==> config.mk <==
export PLATFORM = sky130hd
export DESIGN_NAME = dtcm_ctrl
export DESIGN_NICKNAME = d
export VERILOG_FILES = /design/src/rtl/dtcm_ctrl.sv
export SDC_FILE = /design/constraint.sdc
export NUM_CORES = 1
export LEC_CHECK = 0
export CAP_MARGIN = 25
export CORE_UTILIZATION = 63
export DETAILED_ROUTE_END_ITERATION = 12
export DONT_BUFFER_PORTS = 1
export GPL_TIMING_DRIVEN = 0
export HOLD_SLACK_MARGIN = 0.1
export MAX_ROUTING_LAYER = met4
export PLACE_DENSITY = 0.87
export SLEW_MARGIN = 20
export SYNTH_ARGS = -nofsm -noshare
export SYNTH_HDL_FRONTEND = slang
export SYNTH_SLANG_ARGS = --single-unit
==> constraint.sdc <==
create_clock -name cpu_clk -period 7.3 [get_ports cpu_clk]
set_input_delay 1.46 -clock cpu_clk [delete_from_list [all_inputs] [get_ports cpu_clk]]
set_output_delay 1.46 -clock cpu_clk [all_outputs]
set_load 0.02 [all_outputs]
==> src/rtl/dtcm_ctrl.sv <==
// Data TCM responder: core/ext arbitration onto one single-port SRAM, with a
// 1-entry posted write buffer for core stores that is merged into buffer-hitting reads.
module dtcm_ctrl #(
  parameter int unsigned ADDR_W     = 14,
  parameter int unsigned STARVE_LIM = 4
) (
  input  logic              cpu_clk,
  input  logic              cpu_rst,
  input  logic              data_dtcm_access,
  output logic              data_dtcm_ready,
  input  logic              data_dtcm_rd0_wr1,
  input  logic [3:0]        data_dtcm_byte_strobe,
  input  logic [31:0]       data_dtcm_write_data,
  input  logic [31:0]       data_dtcm_addr,
  output logic [31:0]       data_dtcm_read_data,
  output logic              data_dtcm_read_data_valid,
  input  logic              ext_dtcm_req,
  output logic              ext_dtcm_gnt,
  input  logic              ext_dtcm_rd0_wr1,
  input  logic [3:0]        ext_dtcm_byte_strobe,
  input  logic [31:0]       ext_dtcm_write_data,
  input  logic [ADDR_W-1:0] ext_dtcm_addr,
  output logic [31:0]       ext_dtcm_read_data,
  output logic              ext_dtcm_read_data_valid,
  output logic              ram_cs,
  output logic              ram_we,
  output logic [3:0]        ram_wem,
  output logic [ADDR_W-3:0] ram_addr,
  output logic [31:0]       ram_wdata,
  input  logic [31:0]       ram_rdata
);

  localparam int unsigned WW = ADDR_W - 2;

  logic          wb_vld_q, wb_vld_d;
  logic [WW-1:0] wb_addr_q, wb_addr_d;
  logic [3:0]    wb_be_q, wb_be_d;
  logic [31:0]   wb_data_q, wb_data_d;
  logic [3:0]    starve_q, starve_d;
  logic          rd_pend_q, rd_pend_d;
  logic          rd_ext_q, rd_ext_d;
  logic [3:0]    mmask_q, mmask_d;
  logic [31:0]   mdata_q, mdata_d;
  logic [31:0]   core_rdata_q, core_rdata_d;
  logic [31:0]   ext_rdata_q, ext_rdata_d;

  logic [WW-1:0] core_waddr, ext_waddr;
  logic          core_rd, core_wr, hit_core, hit_ext, forced;
  logic          drain, ext_go, store_ok, rd_issue, rd_ext;
  logic [31:0]   rd_merged;

  assign core_waddr = data_dtcm_addr[ADDR_W-1:2];
  assign ext_waddr  = ext_dtcm_addr[ADDR_W-1:2];
  assign core_rd    = data_dtcm_access && !data_dtcm_rd0_wr1;
  assign core_wr    = data_dtcm_access && data_dtcm_rd0_wr1;
  assign hit_core   = wb_vld_q && (core_waddr == wb_addr_q);
  assign hit_ext    = wb_vld_q && (ext_waddr == wb_addr_q);
  assign forced     = (starve_q == 4'(STARVE_LIM)) && ext_dtcm_req;

  // Arbitration: decide the single SRAM owner and what happens to the buffer.
  always_comb begin
    drain           = 1'b0;
    ext_go          = 1'b0;
    store_ok        = 1'b0;
    rd_issue        = 1'b0;
    rd_ext          = 1'b0;
    data_dtcm_ready = 1'b1;
    if (core_rd) begin
      rd_issue = 1'b1;
    end else if (forced) begin
      drain  = hit_ext;
      ext_go = !hit_ext;
      if (core_wr) begin
        store_ok        = hit_core;
        data_dtcm_ready = hit_core;
      end
    end else if (core_wr && wb_vld_q && !hit_core) begin
      drain    = 1'b1;
      store_ok = 1'b1;
    end else if (ext_dtcm_req) begin
      drain    = hit_ext;
      ext_go   = !hit_ext;
      store_ok = core_wr;
    end else begin
      drain    = wb_vld_q;
      store_ok = core_wr;
    end
    if (ext_go && !ext_dtcm_rd0_wr1) begin
      rd_issue = 1'b1;
      rd_ext   = 1'b1;
    end
  end

  always_comb begin
    ram_cs       = 1'b0;
    ram_we       = 1'b0;
    ram_wem      = wb_be_q;
    ram_addr     = wb_addr_q;
    ram_wdata    = wb_data_q;
    ext_dtcm_gnt = 1'b0;
    if (core_rd) begin
      ram_cs   = 1'b1;
      ram_addr = core_waddr;
    end else if (ext_go) begin
      ext_dtcm_gnt = 1'b1;
      ram_cs       = 1'b1;
      ram_we       = ext_dtcm_rd0_wr1;
      ram_wem      = ext_dtcm_byte_strobe;
      ram_addr     = ext_waddr;
      ram_wdata    = ext_dtcm_write_data;
    end else if (drain) begin
      ram_cs = 1'b1;
      ram_we = 1'b1;
    end
    // Combinational strobes must stay quiet while reset is held.
    if (cpu_rst) begin
      ram_cs       = 1'b0;
      ext_dtcm_gnt = 1'b0;
    end
  end

  always_comb begin
    wb_vld_d  = wb_vld_q && !drain;
    wb_addr_d = wb_addr_q;
    wb_be_d   = wb_be_q;
    wb_data_d = wb_data_q;
    if (store_ok) begin
      wb_vld_d = 1'b1;
      if (hit_core) begin
        wb_be_d = wb_be_q | data_dtcm_byte_strobe;
        for (int i = 0; i < 4; i++) begin
          if (data_dtcm_byte_strobe[i]) wb_data_d[8*i +: 8] = data_dtcm_write_data[8*i +: 8];
        end
      end else begin
        wb_addr_d = core_waddr;
        wb_be_d   = data_dtcm_byte_strobe;
        wb_data_d = data_dtcm_write_data;
      end
    end
  end

  always_comb begin
    starve_d = starve_q;
    if (ext_dtcm_gnt || !ext_dtcm_req) begin
      starve_d = '0;
    end else if (starve_q != 4'(STARVE_LIM)) begin
      starve_d = starve_q + 4'd1;
    end
  end

  always_comb begin
    rd_pend_d = rd_issue;
    rd_ext_d  = rd_ext;
    mdata_d   = wb_data_q;
    mmask_d   = '0;
    if (rd_ext ? hit_ext : hit_core) mmask_d = wb_be_q;
    for (int i = 0; i < 4; i++) begin
      rd_merged[8*i +: 8] = mmask_q[i] ? mdata_q[8*i +: 8] : ram_rdata[8*i +: 8];
    end
    core_rdata_d = (rd_pend_q && !rd_ext_q) ? rd_merged : core_rdata_q;
    ext_rdata_d  = (rd_pend_q && rd_ext_q) ? rd_merged : ext_rdata_q;
  end

  assign data_dtcm_read_data       = core_rdata_d;
  assign ext_dtcm_read_data        = ext_rdata_d;
  assign data_dtcm_read_data_valid = rd_pend_q && !rd_ext_q;
  assign ext_dtcm_read_data_valid  = rd_pend_q && rd_ext_q;

  always_ff @(posedge cpu_clk or posedge cpu_rst) begin
    if (cpu_rst) begin
      wb_vld_q     <= 1'b0;
      wb_addr_q    <= '0;
      wb_be_q      <= '0;
      wb_data_q    <= '0;
      starve_q     <= '0;
      rd_pend_q    <= 1'b0;
      rd_ext_q     <= 1'b0;
      mmask_q      <= '0;
      mdata_q      <= '0;
      core_rdata_q <= '0;
      ext_rdata_q  <= '0;
    end else begin
      wb_vld_q     <= wb_vld_d;
      wb_addr_q    <= wb_addr_d;
      wb_be_q      <= wb_be_d;
      wb_data_q    <= wb_data_d;
      starve_q     <= starve_d;
      rd_pend_q    <= rd_pend_d;
      rd_ext_q     <= rd_ext_d;
      mmask_q      <= mmask_d;
      mdata_q      <= mdata_d;
      core_rdata_q <= core_rdata_d;
      ext_rdata_q  <= ext_rdata_d;
    end
  end

endmodule

==> flow_summary.toml, run 1 <==
[finish]
drive_above_1_share_pct = 9.85
multiInputGateArea_um2 = 2700
post-route-util_pct = 73.0
synthesis_to_finish_area_growth_pct = 11.7
instances_no_fill = 735
fillers = 691
footprint_of_the_flip_flops_and_latches_um2 = 3880
design.final.nets = 745
final_design_area_no_fill_um2 = 7570
antenna-diode-count = 0

[critical_path]
setup.worst_path.start = "data_dtcm_addr[3]"
path_max_fanout = 10
critPathMaxStageDelay_ns = 0.56
startpoint_type = "input port"
critPathBufInv = 1
worstPathRequired_ns = 5.84
worst_path_class_setup = "in -> out"
critPathArrivalTime_ns = 3.90
launch_instance_of_the_worst_register_to_register_path = "wb_addr_q[1]"
path_delay_family = "compound AO/OA/AOI/OAI gates"
timing.critical_path.to_type = "primary output"
timing.critical_path.slowest_stage_cell = "sky130_fd_sc_hd__a211oi_2"
cp_cell_sequence = "xnor2_1 > nand3_1 > nor4_4 > o21ai_1 > a211oi_2 > buf_2 > mux2_1"

[synth]
synthesized_area_divided_by_synthesized_cell_count_um2 = 11.9
yosys.cell_count.top_type = "sky130_fd_sc_hd__dfrtp_1"
synthDominantCellAreaShare_pct = 57.3
ys_top_cells_by_count = "155 x sky130_fd_sc_hd__dfrtp_1, 66 x sky130_fd_sc_hd__mux2_1, 52 x sky130_fd_sc_hd__a21oi_1"
ys.warnings.count = 0
synth_ff_type = "sky130_fd_sc_hd__dfrtp_1"
synth.net_count = 725
netlist_area_um2 = 6770
synth.yosys.seq_area_share_pct = 57.3
synth-edff-count = 0
synth.area.top_cells = "sky130_fd_sc_hd__dfrtp_1 57%, sky130_fd_sc_hd__mux2_1 11%, sky130_fd_sc_hd__mux2i_1 6.5%"
synth.largest_area_cell = "sky130_fd_sc_hd__dfrtp_1"
synth_cell_types = 35
async_reset_ff_share_pct = 100
ys_ff_latch = 155
syn-instance-count = 567

[power_and_ir_drop]
post-layout-total-power_mw = 2.45
maximum_resistive_drop_on_vdd_uv = 163
power-per-cell-area_nw_per_um2 = 324
power.leakage_nw = 3.15

[floorplan]
die_y_um = 106
fp.coreArea_um2 = 10400
fp-row-count = 37
die_w_um = 106
die_area_um2 = 11200
io-pin-count = 274
initial_core_util_pct = 65.3

[clocking]
clock_sinks = 155
htree_levels = 4
cts_setup_buffers = 0
cts_root_buf = "sky130_fd_sc_hd__clkbuf_8"
clock_latency_ns = 0.52
cts-buffers-inserted = 17
cts-hold-fix-buffers = 0
post_cts_resized = 0
cts_tree = "built"
clk_pin_slew_ns = 0.06
clk_path_buf_depth = 2

[drt]
dr_total_vias = 4471
avgRoutedWirePerCell_um = 22.2
via_per_instance_ratio = 6.08
antenna_violating_nets_post_route = 0
drtPass1Iterations = 4
routed_wirelength_um = 16300
drt_drc_violations_left = 0
initialDrtViolationCount = 292

[timing]
slew_of_the_pin_with_the_lowest_slew_margin_ns = 0.917
setup-tns-final_ns = 0
rsz0062_at_grt = "false"
fmax_mhz = 187
maxSlewHeadroom_pct = 38.2
report.final.hold_viol_count = 0
post-route-period-util_pct = 73.4
finalMaxSlewViolations = 0
finClkSkew_ns = 0.00697
final.min_clock_period_ns = 5.36
timing.final.setup_violations = 0

[placed_design]
io_buffer_count = 0
place_area_um2 = 6980
gp_routability_congestion = 0.907
numPlacedInstances = 704
place_hpwl_um = 11700

[min_path]
worst_hold_check_path_type = "reg -> reg"
min_from = "mdata_d[27]"

[flow_run]
max_cap_violations = 0

[global_route]
largest_net_degree_at_the_start_of_global_routing = 81
grt_antenna_before_repair = 0
groute.usage.overall_pct = 31.3
first_global_vias = 4729
grt_pass1_wl_um = 25400
grt-ovfl-total = 0

[status]
result_of_the_run = "finished, final reports clean"
-- per-layer routing --
| layer | share of wire, % | track usage [%] | wire length (µm) | vias to the layer above |
|---|---|---|---|---|
| met1 | 38 | 34.9 | 6150 | 2226 |
| li1 | - | - | - | 1995 |
| met2 | 52 | 52.1 | 8490 | 208 |
| met5 | 0 | - | 0 | - |
| met4 | 3.0 | 14.7 | 497 | 0 |
| met3 | 7.3 | 8.97 | 1190 | 42 |
-- cell families after synthesis --
logic type,share of synthesized area [%]
compound gates,8.64
xor+xnor,3.36
fa+ha+maj,0.369
buf+inv,2.84
flops,57.3
mux,19.8
simple gates,7.72
-- flip-flops by register name (all words and copies together), names as in the netlist --
| signal | count |
|---|---|
| ext_rdata_q | 32 |
| wb_vld_q | 1 |
| rd_pend_q | 1 |
| starve_q | 4 |
| rd_ext_q | 1 |
| mdata_q | 32 |
| core_rdata_q | 32 |
| wb_addr_q | 12 |
| mmask_q | 4 |
| mdata_d | 32 |
| wb_be_q | 4 |
-- per-stage QoR --
step	setup WS, ns	hold WS [ns]
4_1_cts	1.97	0.397
2_1_floorplan	0.639	0.361
6_report	1.94	0.398
3_3_place_gp	-0.427	0.370
3_5_place_dp	1.98	0.378
5_1_grt	1.79	0.412
-- report_power, final --
part | internal [mW] | total [mW] | switching [mW]
registers | 1.01 | 1.09 | 0.0788
logic | 0.134 | 0.479 | 0.345
clock network | 0.560 | 0.883 | 0.323
-- layout by cell type, fill, tap and decap left out, drive strengths merged, types with 5 or more instances in the layout --
cell | Yosys | routed
o21ai | 35 | 35
and2 | 5 | 5
mux2i | 44 | 44
nand2 | 47 | 47
clkbuf | 18 | 40
a21oi | 52 | 52
nor2 | 48 | 48
mux2 | 80 | 80
xnor2 | 26 | 26
inv | 6 | 6
dfrtp | 155 | 155
clkinv | 0 | 5
o21a | 5 | 5
buf | 15 | 16
-- worst register-to-register path, cell delays in order, from the launching register on --
cell and delay, ns:
sky130_fd_sc_hd__dfrtp_1 0.43, sky130_fd_sc_hd__xnor2_1 0.24, sky130_fd_sc_hd__nand3_1 0.16, sky130_fd_sc_hd__nor4_4 0.52, sky130_fd_sc_hd__o21ai_1 0.19, sky130_fd_sc_hd__a211oi_2 0.56, sky130_fd_sc_hd__buf_2 0.36, sky130_fd_sc_hd__a21oi_1 0.14
-- layout make-up --
| cell class | count | share of cell area, % |
|---|---|---|
| repair buffers | 1 | 0.364 |
| plain buffers | 33 | 2.25 |
| inverters | 6 | 0.397 |
| clock buffers | 22 | 5.85 |
| clock inverters | 9 | 1.92 |
| well taps | 136 | 2.25 |
| multi-input cells | 373 | 35.7 |
| flip-flops and latches | 155 | 51.3 |
-- worst paths after layout --
path / end / slack [ns] / cells past startpoint
max: ram_wdata[11] / 1.94 / 7
min: mdata_q[27] / 0.40 / 0
max reg2reg: mmask_q[1] / 4.57 / 7
min reg2reg: mdata_q[27] / 0.40 / 0
max in group asynchronous: core_rdata_q[11] / 5.71 / 2
min in group asynchronous: wb_addr_q[0] / 0.86 / 1
(Power assumes the default switching activity.)
==> run 2: changes to the inputs <==
==> constraint.sdc (replaced) <==
create_clock -name cpu_clk -period 5.5 [get_ports cpu_clk]
set_input_delay 1.1 -clock cpu_clk [delete_from_list [all_inputs] [get_ports cpu_clk]]
set_output_delay 1.1 -clock cpu_clk [all_outputs]
set_load 0.02 [all_outputs]
==> run 2 against run 1 <==
Count of clock-buffer cells in the layout fell by 3; global-route usage rose by 0.089 points; sequential cell count did not move; sequential share of layout area fell by 0.71 points; clock power rose by 44%; critical path depth did not move; die area did not move; via count rose by 0.45%; first-iteration DRC count fell by 8.6%; critical path type unchanged; highest routed layer unchanged.
==> flow_summary.toml, run 2 (synthesis gave the netlist of run 1 again) <==
[global_route]
grt_pass1_wl_um = 25100
grt-ovfl-total = 0
groute.usage.overall_pct = 31.4
grt_antenna_before_repair = 1
busiest_layer = "met2"
groute.layer.met2.usage_pct = 52.0
largest_net_degree_at_the_start_of_global_routing = 38
grt.met3_usage_pct = 8.91
global_route.usage.met1_pct = 35.8
first_global_vias = 4719

[clocking]
cts-hold-fix-buffers = 0
cts_tree = "built"
htree_levels = 4
post_cts_resized = 0
clock_latency_ns = 0.53
cts_root_buf = "sky130_fd_sc_hd__clkbuf_8"
clock_sinks = 155
cts_setup_buffers = 0
cts-buffers-inserted = 17
clk_path_buf_depth = 2
clk_pin_slew_ns = 0.06

[timing]
report.final.hold_viol_count = 0
fmax_mhz = 212
post-route-period-util_pct = 85.7
final.min_clock_period_ns = 4.71
finalMaxSlewViolations = 0
finClkSkew_ns = 0.0174
rsz0062_at_grt = "false"
final.setup.worst_slack_ns = 0.788
hold_ws_ns = 0.386
timing.final.setup_violations = 0
maxSlewHeadroom_pct = 38.6
slew_of_the_pin_with_the_lowest_slew_margin_ns = 0.911

[placed_design]
place_area_um2 = 7030
io_buffer_count = 0
place_hpwl_um = 12100
gp_routability_congestion = 0.853
detailedPlace.worstSlack_ns = 0.802

[drt]
initialDrtViolationCount = 267
routed_wirelength_um = 16100
drtPass1Iterations = 6
antenna_violating_nets_post_route = 0
dr_total_vias = 4491
avgRoutedWirePerCell_um = 21.8
drt_drc_violations_left = 0
via_per_instance_ratio = 6.07

[min_path]
min_from = "mdata_d[1]"
min_path_cells = 0
worstHoldEndpoint = "mdata_q[1]"
worst_hold_check_path_type = "reg -> reg"

[finish]
drive_above_1_share_pct = 10.8
final_design_area_no_fill_um2 = 7670
final_cell_mix = "155 x sky130_fd_sc_hd__dfrtp_1, 66 x sky130_fd_sc_hd__mux2_1, 52 x sky130_fd_sc_hd__a21oi_1, 48 x sky130_fd_sc_hd__nor2_1, 47 x sky130_fd_sc_hd__nand2_1"
synthesis_to_finish_area_growth_pct = 13.3
layout_commonest_cell = "sky130_fd_sc_hd__dfrtp_1"
design.final.nets = 748
post-route-util_pct = 74.0

[critical_path]
timing.critical_path.to_type = "primary output"
cp_cell_sequence = "xnor2_1 > nand4_1 > nor4_4 > o21ai_1 > a211oi_2 > buf_2 > mux2_1"
r2r-end = "mmask_q[3]"
r2r_cells = 7
startpoint_type = "input port"
path_max_fanout = 10
worstPathRequired_ns = 4.40
critPathBufInv = 1
worst_path_class_setup = "in -> out"
critPathArrivalTime_ns = 3.61
critPathMaxStageDelay_ns = 0.60
timing.critical_path.slowest_stage_cell = "sky130_fd_sc_hd__a211oi_2"
worst_reg_to_reg_setup_slack_ns = 2.73
launch_instance_of_the_worst_register_to_register_path = "wb_addr_q[4]"
path_delay_family = "compound AO/OA/AOI/OAI gates"

[power_and_ir_drop]
power-per-cell-area_nw_per_um2 = 436
power.leakage_nw = 3.19
post-layout-total-power_mw = 3.35
maximum_resistive_drop_on_vdd_uv = 250

[floorplan]
die_w_um = 106
die_y_um = 106
initial_core_util_pct = 65.3
io-pin-count = 274
die_area_um2 = 11200
fp.coreArea_um2 = 10400
fp-row-count = 37

[flow_run]
max_cap_violations = 0

[status]
result_of_the_run = "finished, final reports clean"
-- run 2: cell count changes in the layout (fill, tap and decap cells not counted), moves of 2 or more --
cell                         previous run  this run
sky130_fd_sc_hd__clkbuf_1              22        20
sky130_fd_sc_hd__buf_12                 0         4
sky130_fd_sc_hd__clkinvlp_4             0         2
sky130_fd_sc_hd__bufinv_16              4         6
-- run 2: cell type report --
class,count,area (µm²)
timing repair buffer,4,80.1
clock buffer,19,422
sequential,155,3880
fill,694,2700
clock inverter,13,221
multi-input combinational,373,2700
inverter,6,26.3
buffer,33,170
tap,136,170
antenna,1,2.50
-- run 2: per-layer routing --
metal | vias to the layer above | wire [µm]
li1 | 1994 | -
met1 | 2226 | 5960
met2 | 233 | 8490
met3 | 38 | 1310
met4 | 0 | 383
met5 | - | 0
-- run 2: worst max-delay path by stage --
stage / start / endpoint / slack [ns] / cells past startpoint
5_1_grt: data_dtcm_addr[11] / ram_wdata[14] / 0.68 / 7
6_report: data_dtcm_addr[6] / ram_wdata[13] / 0.79 / 7
3_3_place_gp: cpu_rst / ext_dtcm_gnt / -0.21 / 2
2_1_floorplan: cpu_rst / ext_dtcm_gnt / 0.53 / 2
4_1_cts: data_dtcm_addr[6] / ram_wdata[13] / 0.80 / 7
3_5_place_dp: data_dtcm_addr[6] / ram_wdata[13] / 0.80 / 7
-- run 2: worst reg2reg max path, cell delays in order, from the launching register on --
cell                       delay [ns]
sky130_fd_sc_hd__dfrtp_1         0.43
sky130_fd_sc_hd__xnor2_1         0.19
sky130_fd_sc_hd__nand4_1         0.23
sky130_fd_sc_hd__nor4_4          0.52
sky130_fd_sc_hd__o21ai_1         0.20
sky130_fd_sc_hd__a211oi_2        0.60
sky130_fd_sc_hd__buf_2           0.37
sky130_fd_sc_hd__a21oi_1         0.11
-- run 2: stage by stage --
| step | TNS (ns) | std cells |
|---|---|---|
| final | 0 | 740 |
| after CTS | 0 | 739 |
| after global placement | -0.208 | 703 |
| after global routing | 0 | 740 |
| after floorplan | 0 | 567 |
| after detailed placement | 0 | 707 |
-- run 2: where the power goes --
group | internal, mW | switching (mW) | total (mW)
Sequential | 1.34 | 0.103 | 1.44
Combinational | 0.182 | 0.457 | 0.639
Clock | 0.825 | 0.441 | 1.27
==> run 3: changes to the inputs <==
--- a/config.mk
+++ b/config.mk
@@ -10,8 +10,6 @@
 export DETAILED_ROUTE_END_ITERATION = 12
 export DONT_BUFFER_PORTS = 1
 export GPL_TIMING_DRIVEN = 0
-export HOLD_SLACK_MARGIN = 0.1
-export MAX_ROUTING_LAYER = met4
 export PLACE_DENSITY = 0.87
 export SLEW_MARGIN = 20
 export SYNTH_ARGS = -nofsm -noshare
==> constraint.sdc (replaced) <==
create_clock -name cpu_clk -period 5.5 [get_ports cpu_clk]
set_input_delay 0.55 -clock cpu_clk [delete_from_list [all_inputs] [get_ports cpu_clk]]
set_output_delay 0.55 -clock cpu_clk [all_outputs]
set_load 0.02 [all_outputs]
==> run 3 against run 2 <==
Sequential share of layout area increased by 0.64 points; routed wire length rose by 1.1%; clock power fell by 8%; via count fell by 0.65%; final area fell by 1.3%; sequential cell count did not move; cell count is 0.54% lower; critical path type is now reg -> out; highest routed layer unchanged.
==> flow_summary.toml, run 3 (synthesis gave the netlist of run 1 again) <==
[finish]
antenna-diode-count = 0
instances_no_fill = 736
final_design_area_no_fill_um2 = 7580
post-route-util_pct = 73.1
design.final.nets = 746
final_cell_mix = "155 x sky130_fd_sc_hd__dfrtp_1, 66 x sky130_fd_sc_hd__mux2_1, 52 x sky130_fd_sc_hd__a21oi_1, 48 x sky130_fd_sc_hd__nor2_1, 47 x sky130_fd_sc_hd__nand2_1"
layout_commonest_cell = "sky130_fd_sc_hd__dfrtp_1"
drive_above_1_share_pct = 9.83
synthesis_to_finish_area_growth_pct = 11.9
fillers = 692

[critical_path]
path_delay_family = "compound AO/OA/AOI/OAI gates"
worst_path_class_setup = "reg -> out"
path_max_fanout = 10
startpoint_type = "flip-flop"
worstPathRequired_ns = 4.95
critPathMaxStageDelay_ns = 0.57
cp_cell_sequence = "xnor2_1 > nand4_1 > nor4_4 > o21ai_1 > a211oi_2 > buf_2 > mux2_1"
timing.critical_path.to_type = "primary output"
critPathBufInv = 1
timing.critical_path.slowest_stage_cell = "sky130_fd_sc_hd__a211oi_2"
critPathArrivalTime_ns = 3.42

[global_route]
groute.usage.overall_pct = 30.4
first_global_vias = 4733
grt_antenna_before_repair = 0
grt-ovfl-total = 0
grt_pass1_wl_um = 25500
largest_net_degree_at_the_start_of_global_routing = 81

[clocking]
clk_path_buf_depth = 2
post_cts_resized = 0
clock_latency_ns = 0.51
clk_pin_slew_ns = 0.06
cts_root_buf = "sky130_fd_sc_hd__clkbuf_8"
cts-buffers-inserted = 17
htree_levels = 4
clock_sinks = 155
cts_tree = "built"

[timing]
rsz0062_at_grt = "false"
fmax_mhz = 252
post-route-period-util_pct = 72.2
slew_of_the_pin_with_the_lowest_slew_margin_ns = 0.930
report.final.hold_viol_count = 0
timing.final.setup_violations = 0
maxSlewHeadroom_pct = 37.3
finalMaxSlewViolations = 0
hold_ws_ns = 0.170
final.setup.worst_slack_ns = 1.53
finClkSkew_ns = 0.00829
final.min_clock_period_ns = 3.97

[min_path]
worst_hold_check_path_type = "in -> reg"

[drt]
drt_drc_violations_left = 0
antenna_violating_nets_post_route = 0
dr_total_vias = 4462
routed_wirelength_um = 16300
avgRoutedWirePerCell_um = 22.2
via_per_instance_ratio = 6.06
initialDrtViolationCount = 299
drtPass1Iterations = 4

[status]
result_of_the_run = "finished, final reports clean"

[power_and_ir_drop]
power.leakage_nw = 3.15
maximum_resistive_drop_on_vdd_uv = 215
power-per-cell-area_nw_per_um2 = 429

[placed_design]
detailedPlace.worstSlack_ns = 2.00
gp_routability_congestion = 0.892
place_area_um2 = 6980
io_buffer_count = 0
place_hpwl_um = 11700
numPlacedInstances = 704

[floorplan]
io-pin-count = 274
die_y_um = 106
fp-row-count = 37
fp.coreArea_um2 = 10400
initial_core_util_pct = 65.3
die_w_um = 106
die_area_um2 = 11200

[flow_run]
max_cap_violations = 0
-- run 3: changes by cell type in the layout (fill, tap and decap cells not counted), sizes merged --
cell / previous run / this run
dlygate4sd3: 0 / 1
clkbuf: 37 / 40
diode: 1 / 0
bufinv: 6 / 4
clkinvlp: 2 / 0
buf: 19 / 16
-- run 3: final timing paths --
check	depth (start not counted)	start	slack (ns)	end
max	7	wb_addr_q[8]	1.53	ram_wdata[11]
min	1	data_dtcm_write_data[24]	0.17	mdata_d[24]
max reg2reg	7	wb_addr_q[8]	2.78	mmask_q[1]
min reg2reg	0	mdata_d[29]	0.40	mdata_q[29]
max in group asynchronous	3	cpu_rst	4.14	mdata_q[6]
min in group asynchronous	2	cpu_rst	0.61	wb_addr_q[0]
-- run 3: where the power goes --
part	internal [mW]	total (mW)	switching (mW)
clock network	0.743	1.17	0.426
registers	1.34	1.44	0.104
logic	0.179	0.637	0.458
total	2.26	3.25	0.988
-- run 3: timing repair --
action,in CTS,in global routing
buffers inserted,0,0
hold endpoints to repair,79,0
hold buffers,1,0
-- run 3: final cells by class --
cell class / instances / area (µm²) / share of cell area, %
multi-input cells: 373 / 2700 / 35.7
clock buffers: 22 / 443 / 5.85
repair buffers: 2 / 37.5 / 0.495
plain buffers: 33 / 170 / 2.25
well taps: 136 / 170 / 2.25
inverters: 6 / 30.0 / 0.396
flip-flops and latches: 155 / 3880 / 51.2
clock inverters: 9 / 145 / 1.92
-- run 3: per-layer routing --
layer	vias up	track usage, %	wire, µm
li1	1993	-	-
met1	2209	34.7	6080
met2	212	52.2	8420
met3	48	9.28	1250
met4	0	14.7	558
met5	-	0	0
-- run 3: metrics by stage --
stage / power (mW) / TNS [ns]
6_report: 3.25 / 0
5_1_grt: 3.38 / 0
4_1_cts: 3.27 / 0
3_5_place_dp: 2.09 / 0
3_3_place_gp: 2.05 / -88.11
2_1_floorplan: 1.96 / 0
